==> config.mk <==
export PLATFORM = sky130hd
export DESIGN_NAME = lector_teclado
export DESIGN_NICKNAME = d
export VERILOG_FILES = /design/src/rtl/teclado_pkg.sv /design/src/rtl/sincronizador.sv /design/src/rtl/lector_teclado.sv
export SDC_FILE = /design/constraint.sdc
export NUM_CORES = 1
export LEC_CHECK = 0
export BUFFER_PORTS_ARGS = -buffer_cell sky130_fd_sc_hd__buf_2
export CAP_MARGIN = 20
export CORE_MARGIN = 1
export CORE_UTILIZATION = 55
export CTS_CLUSTER_SIZE = 24
export DETAILED_ROUTE_END_ITERATION = 8
export PLACE_DENSITY_LB_ADDON = 0.3
export SLEW_MARGIN = 40
export SYNTH_ARGS = -nofsm -noshare
export SYNTH_HDL_FRONTEND = slang
export SYNTH_SLANG_ARGS = --single-unit
export TNS_END_PERCENT = 30
==> constraint.sdc <==
create_clock -name clk -period 4.45 [get_ports clk]
set_input_delay 0.89 -clock clk [delete_from_list [all_inputs] [get_ports clk]]
set_output_delay 0.89 -clock clk [all_outputs]
set_load 0.005 [all_outputs]
==> src/rtl/teclado_pkg.sv <==
// teclado_pkg -- shared types for the 4x4 keypad reader: FSM state encoding,
// key code type, named key codes and the row/column-to-code map.
package teclado_pkg;

  typedef enum logic [1:0] {
    IDLE         = 2'd0,
    DEBOUNCE     = 2'd1,
    PRESSED      = 2'd2,
    WAIT_RELEASE = 2'd3
  } state_e;

  typedef logic [3:0] key_code_t;

  localparam key_code_t KEY_0    = 4'h0;
  localparam key_code_t KEY_1    = 4'h1;
  localparam key_code_t KEY_2    = 4'h2;
  localparam key_code_t KEY_3    = 4'h3;
  localparam key_code_t KEY_4    = 4'h4;
  localparam key_code_t KEY_5    = 4'h5;
  localparam key_code_t KEY_6    = 4'h6;
  localparam key_code_t KEY_7    = 4'h7;
  localparam key_code_t KEY_8    = 4'h8;
  localparam key_code_t KEY_9    = 4'h9;
  localparam key_code_t KEY_A    = 4'hA;
  localparam key_code_t KEY_B    = 4'hB;
  localparam key_code_t KEY_C    = 4'hC;
  localparam key_code_t KEY_D    = 4'hD;
  localparam key_code_t KEY_STAR = 4'hE;
  localparam key_code_t KEY_HASH = 4'hF;

  // Position of the set bit in a one-hot nibble; callers guarantee one-hot.
  function automatic logic [1:0] onehot_index(input logic [3:0] v);
    logic [1:0] idx;
    case (v)
      4'b0010: idx = 2'd1;
      4'b0100: idx = 2'd2;
      4'b1000: idx = 2'd3;
      default: idx = 2'd0;
    endcase
    return idx;
  endfunction

  // Keypad layout: rows top to bottom, columns left to right.
  function automatic key_code_t key_map(input logic [3:0] row, input logic [3:0] col);
    key_code_t code;
    case ({onehot_index(row), onehot_index(col)})
      4'b00_00: code = KEY_1;
      4'b00_01: code = KEY_2;
      4'b00_10: code = KEY_3;
      4'b00_11: code = KEY_A;
      4'b01_00: code = KEY_4;
      4'b01_01: code = KEY_5;
      4'b01_10: code = KEY_6;
      4'b01_11: code = KEY_B;
      4'b10_00: code = KEY_7;
      4'b10_01: code = KEY_8;
      4'b10_10: code = KEY_9;
      4'b10_11: code = KEY_C;
      4'b11_00: code = KEY_STAR;
      4'b11_01: code = KEY_0;
      4'b11_10: code = KEY_HASH;
      default:  code = KEY_D;
    endcase
    return code;
  endfunction

endpackage

==> src/rtl/sincronizador.sv <==
// sincronizador -- N-bit two-flop synchronizer for signals asynchronous to clk.
module sincronizador #(
  parameter int WIDTH = 4
) (
  input  logic             clk,
  input  logic             rst_n,
  input  logic [WIDTH-1:0] d_i,
  output logic [WIDTH-1:0] q_o
);

  logic [WIDTH-1:0] meta_q;
  logic [WIDTH-1:0] sync_q;

  // Two back-to-back flops give the first stage a cycle to resolve metastability.
  always_ff @(posedge clk or negedge rst_n) begin
    // NOTE: non-blocking assignments make both flops sample their old inputs
    // on the same edge; blocking here would collapse the chain into one flop.
    if (!rst_n) begin
      meta_q <= '0;
      sync_q <= '0;
    end else begin
      meta_q <= d_i;
      sync_q <= meta_q;
    end
  end

  assign q_o = sync_q;

endmodule

==> src/rtl/lector_teclado.sv <==
// lector_teclado -- 4x4 matrix keypad reader: synchronizes the rows, debounces
// press and release, freezes the column scan while a key is handled, and
// presents one code per press through a valid/ready output register.
// Optional feature: define LECTOR_TECLADO_OVERRUN_EN to enable the sticky
// key_overrun flag (otherwise it is tied low).
module lector_teclado
  import teclado_pkg::*;
#(
  parameter int DEBOUNCE_CYCLES = 16,
  parameter int CNT_W           = 16
) (
  input  logic       clk,
  input  logic       rst_n,
  input  logic [3:0] col,
  input  logic [3:0] row,
  output logic       scan_hold,
  output logic [3:0] key_code,
  output logic       key_valid,
  input  logic       key_ready,
  output logic       key_overrun
);

  localparam logic [CNT_W-1:0] CNT_LAST = CNT_W'(DEBOUNCE_CYCLES - 1);
  localparam logic [CNT_W-1:0] CNT_ONE  = CNT_W'(1);

  logic [3:0]       row_sync;
  state_e           state_q, state_d;
  logic [CNT_W-1:0] cnt_q, cnt_d;
  logic [3:0]       row_lat_q, row_lat_d;
  logic [3:0]       col_lat_q, col_lat_d;
  logic             load;
  key_code_t        key_code_q, key_code_d;
  logic             key_valid_q, key_valid_d;

  sincronizador #(.WIDTH(4)) u_sync_row (
    .clk   (clk),
    .rst_n (rst_n),
    .d_i   (row),
    .q_o   (row_sync)
  );

  // FSM, debounce counter and latched key position registers.
  always_ff @(posedge clk or negedge rst_n) begin
    if (!rst_n) begin
      state_q   <= IDLE;
      cnt_q     <= '0;
      row_lat_q <= '0;
      col_lat_q <= '0;
    end else begin
      state_q   <= state_d;
      cnt_q     <= cnt_d;
      row_lat_q <= row_lat_d;
      col_lat_q <= col_lat_d;
    end
  end

  // Next-state logic: detect, debounce press, report once, debounce release.
  always_comb begin
    // NOTE: every output of this block is defaulted first so no path through
    // the case leaves a signal unassigned, which would infer a latch.
    state_d   = state_q;
    cnt_d     = cnt_q;
    row_lat_d = row_lat_q;
    col_lat_d = col_lat_q;
    load      = 1'b0;
    case (state_q)
      IDLE: begin
        // Ghosting (several rows) and a scan between columns are ignored.
        if ($onehot(row_sync) && $onehot(col)) begin
          row_lat_d = row_sync;
          col_lat_d = col;
          cnt_d     = '0;
          state_d   = DEBOUNCE;
        end
      end
      DEBOUNCE: begin
        if (row_sync != row_lat_q) begin
          cnt_d   = '0;
          state_d = IDLE;
        end else if (cnt_q == CNT_LAST) begin
          cnt_d   = '0;
          state_d = PRESSED;
        end else begin
          cnt_d = cnt_q + CNT_ONE;
        end
      end
      PRESSED: begin
        load    = 1'b1;
        cnt_d   = '0;
        state_d = WAIT_RELEASE;
      end
      WAIT_RELEASE: begin
        // Any bounce back to a pressed row restarts the release count.
        if (row_sync != 4'b0000) begin
          cnt_d = '0;
        end else if (cnt_q == CNT_LAST) begin
          cnt_d   = '0;
          state_d = IDLE;
        end else begin
          cnt_d = cnt_q + CNT_ONE;
        end
      end
      default: begin
        cnt_d   = '0;
        state_d = IDLE;
      end
    endcase
  end

  // Output register next state: a load wins over a same-cycle handshake.
  always_comb begin
    key_code_d  = key_code_q;
    key_valid_d = key_valid_q;
    if (load) begin
      key_code_d  = key_map(row_lat_q, col_lat_q);
      key_valid_d = 1'b1;
    end else if (key_valid_q && key_ready) begin
      key_valid_d = 1'b0;
    end
  end

  // Output register holding the last accepted key.
  always_ff @(posedge clk or negedge rst_n) begin
    if (!rst_n) begin
      key_code_q  <= KEY_0;
      key_valid_q <= 1'b0;
    end else begin
      key_code_q  <= key_code_d;
      key_valid_q <= key_valid_d;
    end
  end

`ifdef LECTOR_TECLADO_OVERRUN_EN
  logic overrun_q, overrun_d;

  // Sticky flag: a pending key was overwritten before the consumer took it.
  always_comb begin
    overrun_d = overrun_q;
    if (load && key_valid_q && !key_ready) begin
      overrun_d = 1'b1;
    end
  end

  // Overrun flag register, cleared only by reset.
  always_ff @(posedge clk or negedge rst_n) begin
    if (!rst_n) begin
      overrun_q <= 1'b0;
    end else begin
      overrun_q <= overrun_d;
    end
  end

  assign key_overrun = overrun_q;
`else
  assign key_overrun = 1'b0;
`endif

  assign scan_hold = (state_q != IDLE);
  assign key_code  = key_code_q;
  assign key_valid = key_valid_q;

endmodule
# Word-level counts from Yosys, hierarchy flattened
# Memories as Yosys holds them, arrays and structs flattened. A register that Yosys moved wholly into a read port is not among the register bits.
# Index checks and enable logic that the tools add are counted.
[totals]
register_bits = 35
romBits = 64
out_inout_bits = 7
n_memories = 1
[classes]
addsub = 7
eq_ne = 17
mux = 18
n_reduce_logical = 9
[memory_table]
columns = ["memory", "words", "word_bits", "read_ports", "rd_ports_with_merged_regs", "wr", "line_no", "rtl"]
rows = [
  ["(no name shown)", 16, 4, 1, 1, 0, "teclado_pkg.sv:46", "case ({onehot_index(row), onehot_index(col)})"],
]
[op_table]
columns = ["cell", "n"]
rows = [
  ["$mux 16", 4],
  ["$pmux 16 s4", 1],
  ["$add 16x1->16 const B", 1],
  ["$eq 16x4->1 const B", 1],
  ["$mux 2", 7],
  ["$pmux 2 s3", 2],
  ["$add 1x1->2", 4],
  ["$eq 4x2->1 const B", 2],
  ["$eq 4x3->1 const B", 2],
  ["$eq 4x4->1 const B", 2],
  ["$pmux 2 s4", 1],
  ["$add 2x2->3", 2],
  ["$eq 3x1->1 const B", 2],
  ["$ne 2x2->1 const B", 3],
  ["$eq 2x2->1 const B", 2],
  ["$ne 4x4->1", 1],
  ["$reduce_and 4->1", 1],
  ["$reduce_bool 2->1", 2],
  ["$reduce_bool 4->1", 1],
  ["$mux 1", 3],
  ["$ne 3x3->1 const B", 1],
  ["$eq 2x1->1 const B", 1],
  ["$logic_and 1x1->1", 2],
  ["$logic_not 2->1", 1],
  ["other kinds (2)", 2],
]

# Longest topological paths before layout
[depth]
ltp_word = 6
ltp_mapped = 10

# By module
# Synthesis repeated with hierarchy kept, for this count alone.
[hier_totals]
cells_unflattened = 213
hier_area_um2 = 2173.3
[by_module_without_submodules]
columns = ["module", "instances", "cells_per_inst", "area_each_um2", "seq_area_each_um2"]
rows = [
  ["lector_teclado", 1, 205, 1973.1, 775.7],
  ["sincronizador", 1, 8, 200.2, 200.2],
]

# Least setup slack after synthesis
# Ideal clock, no wire load.
[synth_timing]
kind = "input to register"
startpoint = "input port col[0]"
endpoint = "register cnt_q[10]"
arrival_time_ns = 2.905
path_slack_ns = 1.424
stages = 9
path_buffers = 1
cell_sequence = "inv_1 > fa_1 > inv_1 > ha_1 > ha_1 > nor4_1 > a31oi_1 > clkbuf_1 > a22o_1"
[synth_between]
elab_chain_len = 5
[synth_rtl]
columns = ["element", "line_no", "rtl"]
rows = [
  ["start: declaration", "lector_teclado.sv:14", "input logic [3:0] col,"],
  ["$add 1x1->2 (implied by the code)", "lector_teclado.sv:69", "if ($onehot(row_sync) && $onehot(col)) begin"],
  ["$add 2x2->3 (implied by the code)", "lector_teclado.sv:69", ""],
  ["$eq 3x1->1", "lector_teclado.sv:69", ""],
  ["$logic_and 1x1->1", "lector_teclado.sv:69", ""],
  ["$ne 2x2->1 (no source line)", "--", ""],
  ["end signal: assignment", "lector_teclado.sv:51", "cnt_q <= cnt_d;"],
  ["end: declaration", "lector_teclado.sv:28", "logic [CNT_W-1:0] cnt_q, cnt_d;"],
]
# Every way passes these cells.
# A chain may end at the register's enable or synchronous reset.

# Final worst setup path
[layout_timing]
startpoint = "input port col[0]"
endpoint = "register row_lat_q[2]"
[layout_between]
elab_chain_len = 5
[layout_rtl]
columns = ["element", "line_no", "rtl"]
rows = [
  ["$add 1x1->2 (implied by the code)", "lector_teclado.sv:69", ""],
  ["$add 2x2->3 (implied by the code)", "lector_teclado.sv:69", ""],
  ["$eq 3x1->1", "lector_teclado.sv:69", ""],
  ["$logic_and 1x1->1", "lector_teclado.sv:69", ""],
  ["$reduce_and 2->1 (no source line)", "--", ""],
  ["end signal: assignment", "lector_teclado.sv:52", "row_lat_q <= row_lat_d;"],
  ["end: declaration", "lector_teclado.sv:29", "logic [3:0] row_lat_q, row_lat_d;"],
]
# Every way passes these cells.

==> flow_summary.json <==
{
  "path_clk_slew_ns": 0.07,
  "netlist_instances": 209,
  "max-cap-violations": 0,
  "num_vias": 1581,
  "grtUsageTotal_pct": 22.1,
  "tns_ns": 0,
  "cts_tree": "yes",
  "pin_count": 18,
  "synth.avg_cell_area_um2": 10.4,
  "cts_hold_buf": 0,
  "finalNetCount": 250,
  "num_rows": 22,
  "dieWidth_um": 64.7,
  "dpl_cell_area_um2": 2270,
  "worst_pin_slew_ns": 0.693,
  "fin_crit_ns": 3.09,
  "synth_cell_type_count": 42,
  "synth_sequential_area_ratio_pct": 45.1,
  "hold_violations": 0,
  "power.density_nw_per_um2": 492,
  "portBuffers": 16,
  "antenna_found_initial": 0,
  "leakagePower_nw": 1.15,
  "slew_headroom_pct": 53.8,
  "met2_usage_pct": 33.7,
  "busiest_layer": "met2",
  "place_congestion": 0.822,
  "instances_no_fill": 275,
  "wl_per_cell_um": 14.5,
  "syn_to_final_growth_pct": 11.5,
  "synthArstFlopShare_pct": 100,
  "antennaDiodeCount": 0,
  "grt_pass1_vias": 1495,
  "finalSetupViolCount": 0,
  "syn_area_um2": 2160,
  "via_per_inst": 5.75,
  "dp.cells": 267,
  "finalCritPeriodShare_pct": 69.4,
  "die_area_um2": 4190,
  "synth_top_area_share_pct": 45.1,
  "startpoint_type": "primary input",
  "synth_warnings": 0,
  "start_util_pct": 58.2,
  "stdcell_area_um2": 2410,
  "use_met1_pct": 30.0,
  "grt_pass1_wl_mm": 6.97,
  "ir_drop_mv": 0.353,
  "drc": 0,
  "overflow": 0,
  "cts-root-buf": "clkbuf_8",
  "drive_gt1_share_pct": 15.4,
  "drtIter0Drc": 80,
  "cp_data_arrival_time_ns": 3.27,
  "grtUsageMet3_pct": 5.63,
  "power_mw": 1.19,
  "ctsResizeCount": 0,
  "routed_wl_mm": 3.99,
  "critPathRequiredTime_ns": 4.63,
  "grt_max_degree": 40,
  "synthTopCellsByArea": "dfrtp_1 45%, ha_1 6.4%, xnor2_1 4.0%",
  "yosysTopAreaCell": "dfrtp_1",
  "clock_path_buffers": 2,
  "maxSlewViolCount": 0,
  "worst_clock_skew_ns": 0.00894,
  "post-cts-setup-buffers": 0,
  "synth_fp_nets": 233,
  "cts_made_buffers": 5,
  "clock.fmax_ghz": 0.324,
  "status": "finished, final reports clean",
  "min_path_type": "reg -> reg",
  "worstSkewPairLatency_ns": 0.29,
  "path_class": "in -> reg",
  "cp_max_fo": 14,
  "ant_nets": 0,
  "hpwl_mm": 2.73,
  "synth_seq_cells": 39,
  "cp-end-kind": "flip-flop",
  "htree_levels": 2,
  "yosys_most_used_dff": "dfrtp_1",
  "die_y_um": 64.7,
  "synth_edf_count": 0,
  "clock-sinks": 39,
  "drt_pass1_iterations": 4,
  "rsz0062_at_grt": "no",
  "core_um2": 3720
}
==> worst max-delay path, stage by stage <==
cell and delay, ns:
buf_2 0.08, inv_1 0.05, fa_1 0.54, inv_1 0.04
ha_1 0.17, ha_1 0.26, nor4_1 0.32, nand4_1 0.47
mux2_2 0.43
==> through the flow <==
| step | utilization (%) | hold slack (ns) | setup slack [ns] |
|---|---|---|---|
| 2_1_floorplan | - | 0.331 | 1.42 |
| 3_3_place_gp | 61.1 | 0.332 | 1.17 |
| 3_5_place_dp | 61.2 | 0.335 | 1.05 |
| 4_1_cts | 64.8 | 0.351 | 1.35 |
| 5_1_grt | 64.9 | 0.363 | 1.09 |
| 6_report | 64.9 | 0.350 | 1.36 |
==> path summary, 6_finish.rpt <==
kind | start | to | slack [ns] | cells after the start
max | col[0] | row_lat_q[2] | 1.36 | 9
min | u_sync_row.meta_q[1] | u_sync_row.q_o[1] | 0.35 | 0
min in group asynchronous | rst_n | key_code[3] | 0.56 | 1
min reg2reg | u_sync_row.meta_q[1] | u_sync_row.q_o[1] | 0.35 | 0
max reg2reg | u_sync_row.q_o[0] | row_lat_q[2] | 1.59 | 8
max in group asynchronous | rst_n | row_lat_q[0] | 3.55 | 1
==> registers in the layout (all words and copies together) (netlist names), named ones only <==
| register | cells |
|---|---|
| key_code | 4 |
| u_sync_row.q_o | 4 |
| col_lat_q | 4 |
| row_lat_q | 4 |
| u_sync_row.meta_q | 4 |
| state_q | 1 |
| key_valid | 1 |
| cnt_q | 16 |
==> layer usage <==
layer  vias up  share of wire [%]
met2        34                 47
li1        775                  -
met3         4                3.7
met4         0               0.88
met5         -                  0
met1       768                 49
==> logic make-up (layout without fill, tap and decap cells) <==
family,count (synthesis),after routing,share of synthesized area [%]
adders and majority gates,13,13,8.21
AOI/OAI and AO/OA,37,37,13.9
and+or+nand+nor,73,73,18.3
buffers and inverters,24,42,4.74
muxes,9,9,4.28
xor gates and xnor gates,13,13,5.26
other,1,1,0.173
DFF,39,39,45.1
==> final cells by class <==
type,count,area (µm²)
fill,307,1300
multi-input combinational,146,1090
sequential,39,976
timing repair buffer,17,90.1
clock buffer,6,72.6
inverter,17,63.8
clock inverter,2,60.1
tap,48,60.1
==> cell usage after synthesis, types with 7 or more instances <==
cell type	instances
dfrtp_1	39
nand2_1	22
inv_1	17
o21ai_0	14
ha_1	11
xnor2_1	10
a22o_1	8
nand4_1	8
nor2_1	8
mux2i_1	7
nor3_1	7
==> placed cells by master (no fill, tap or decap), types with 2 or more instances in the layout <==
cell	n
dfrtp_1	39
nand2_1	22
inv_1	17
buf_2	15
o21ai_0	14
ha_1	11
xnor2_1	10
nor2_1	8
nand4_1	8
a22o_1	8
mux2i_1	7
nor3_1	6
clkbuf_8	5
nor2b_1	4
and4_1	4
a221o_1	4
nor4_1	3
and2_1	3
xor2_1	3
nand3_1	3
and3_1	2
a31oi_1	2
o31ai_1	2
nor4b_1	2
a221o_2	2
mux2_2	2
fa_1	2
bufinv_16	2
buf_4	2
==> where the power goes <==
group / internal [mW] / switching [mW] / total, mW
registers: 0.397 / 0.0580 / 0.455
logic: 0.160 / 0.225 / 0.385
clock network: 0.224 / 0.124 / 0.348
total: 0.781 / 0.406 / 1.19
No activity file was read; power rests on OpenSTA's default activity.
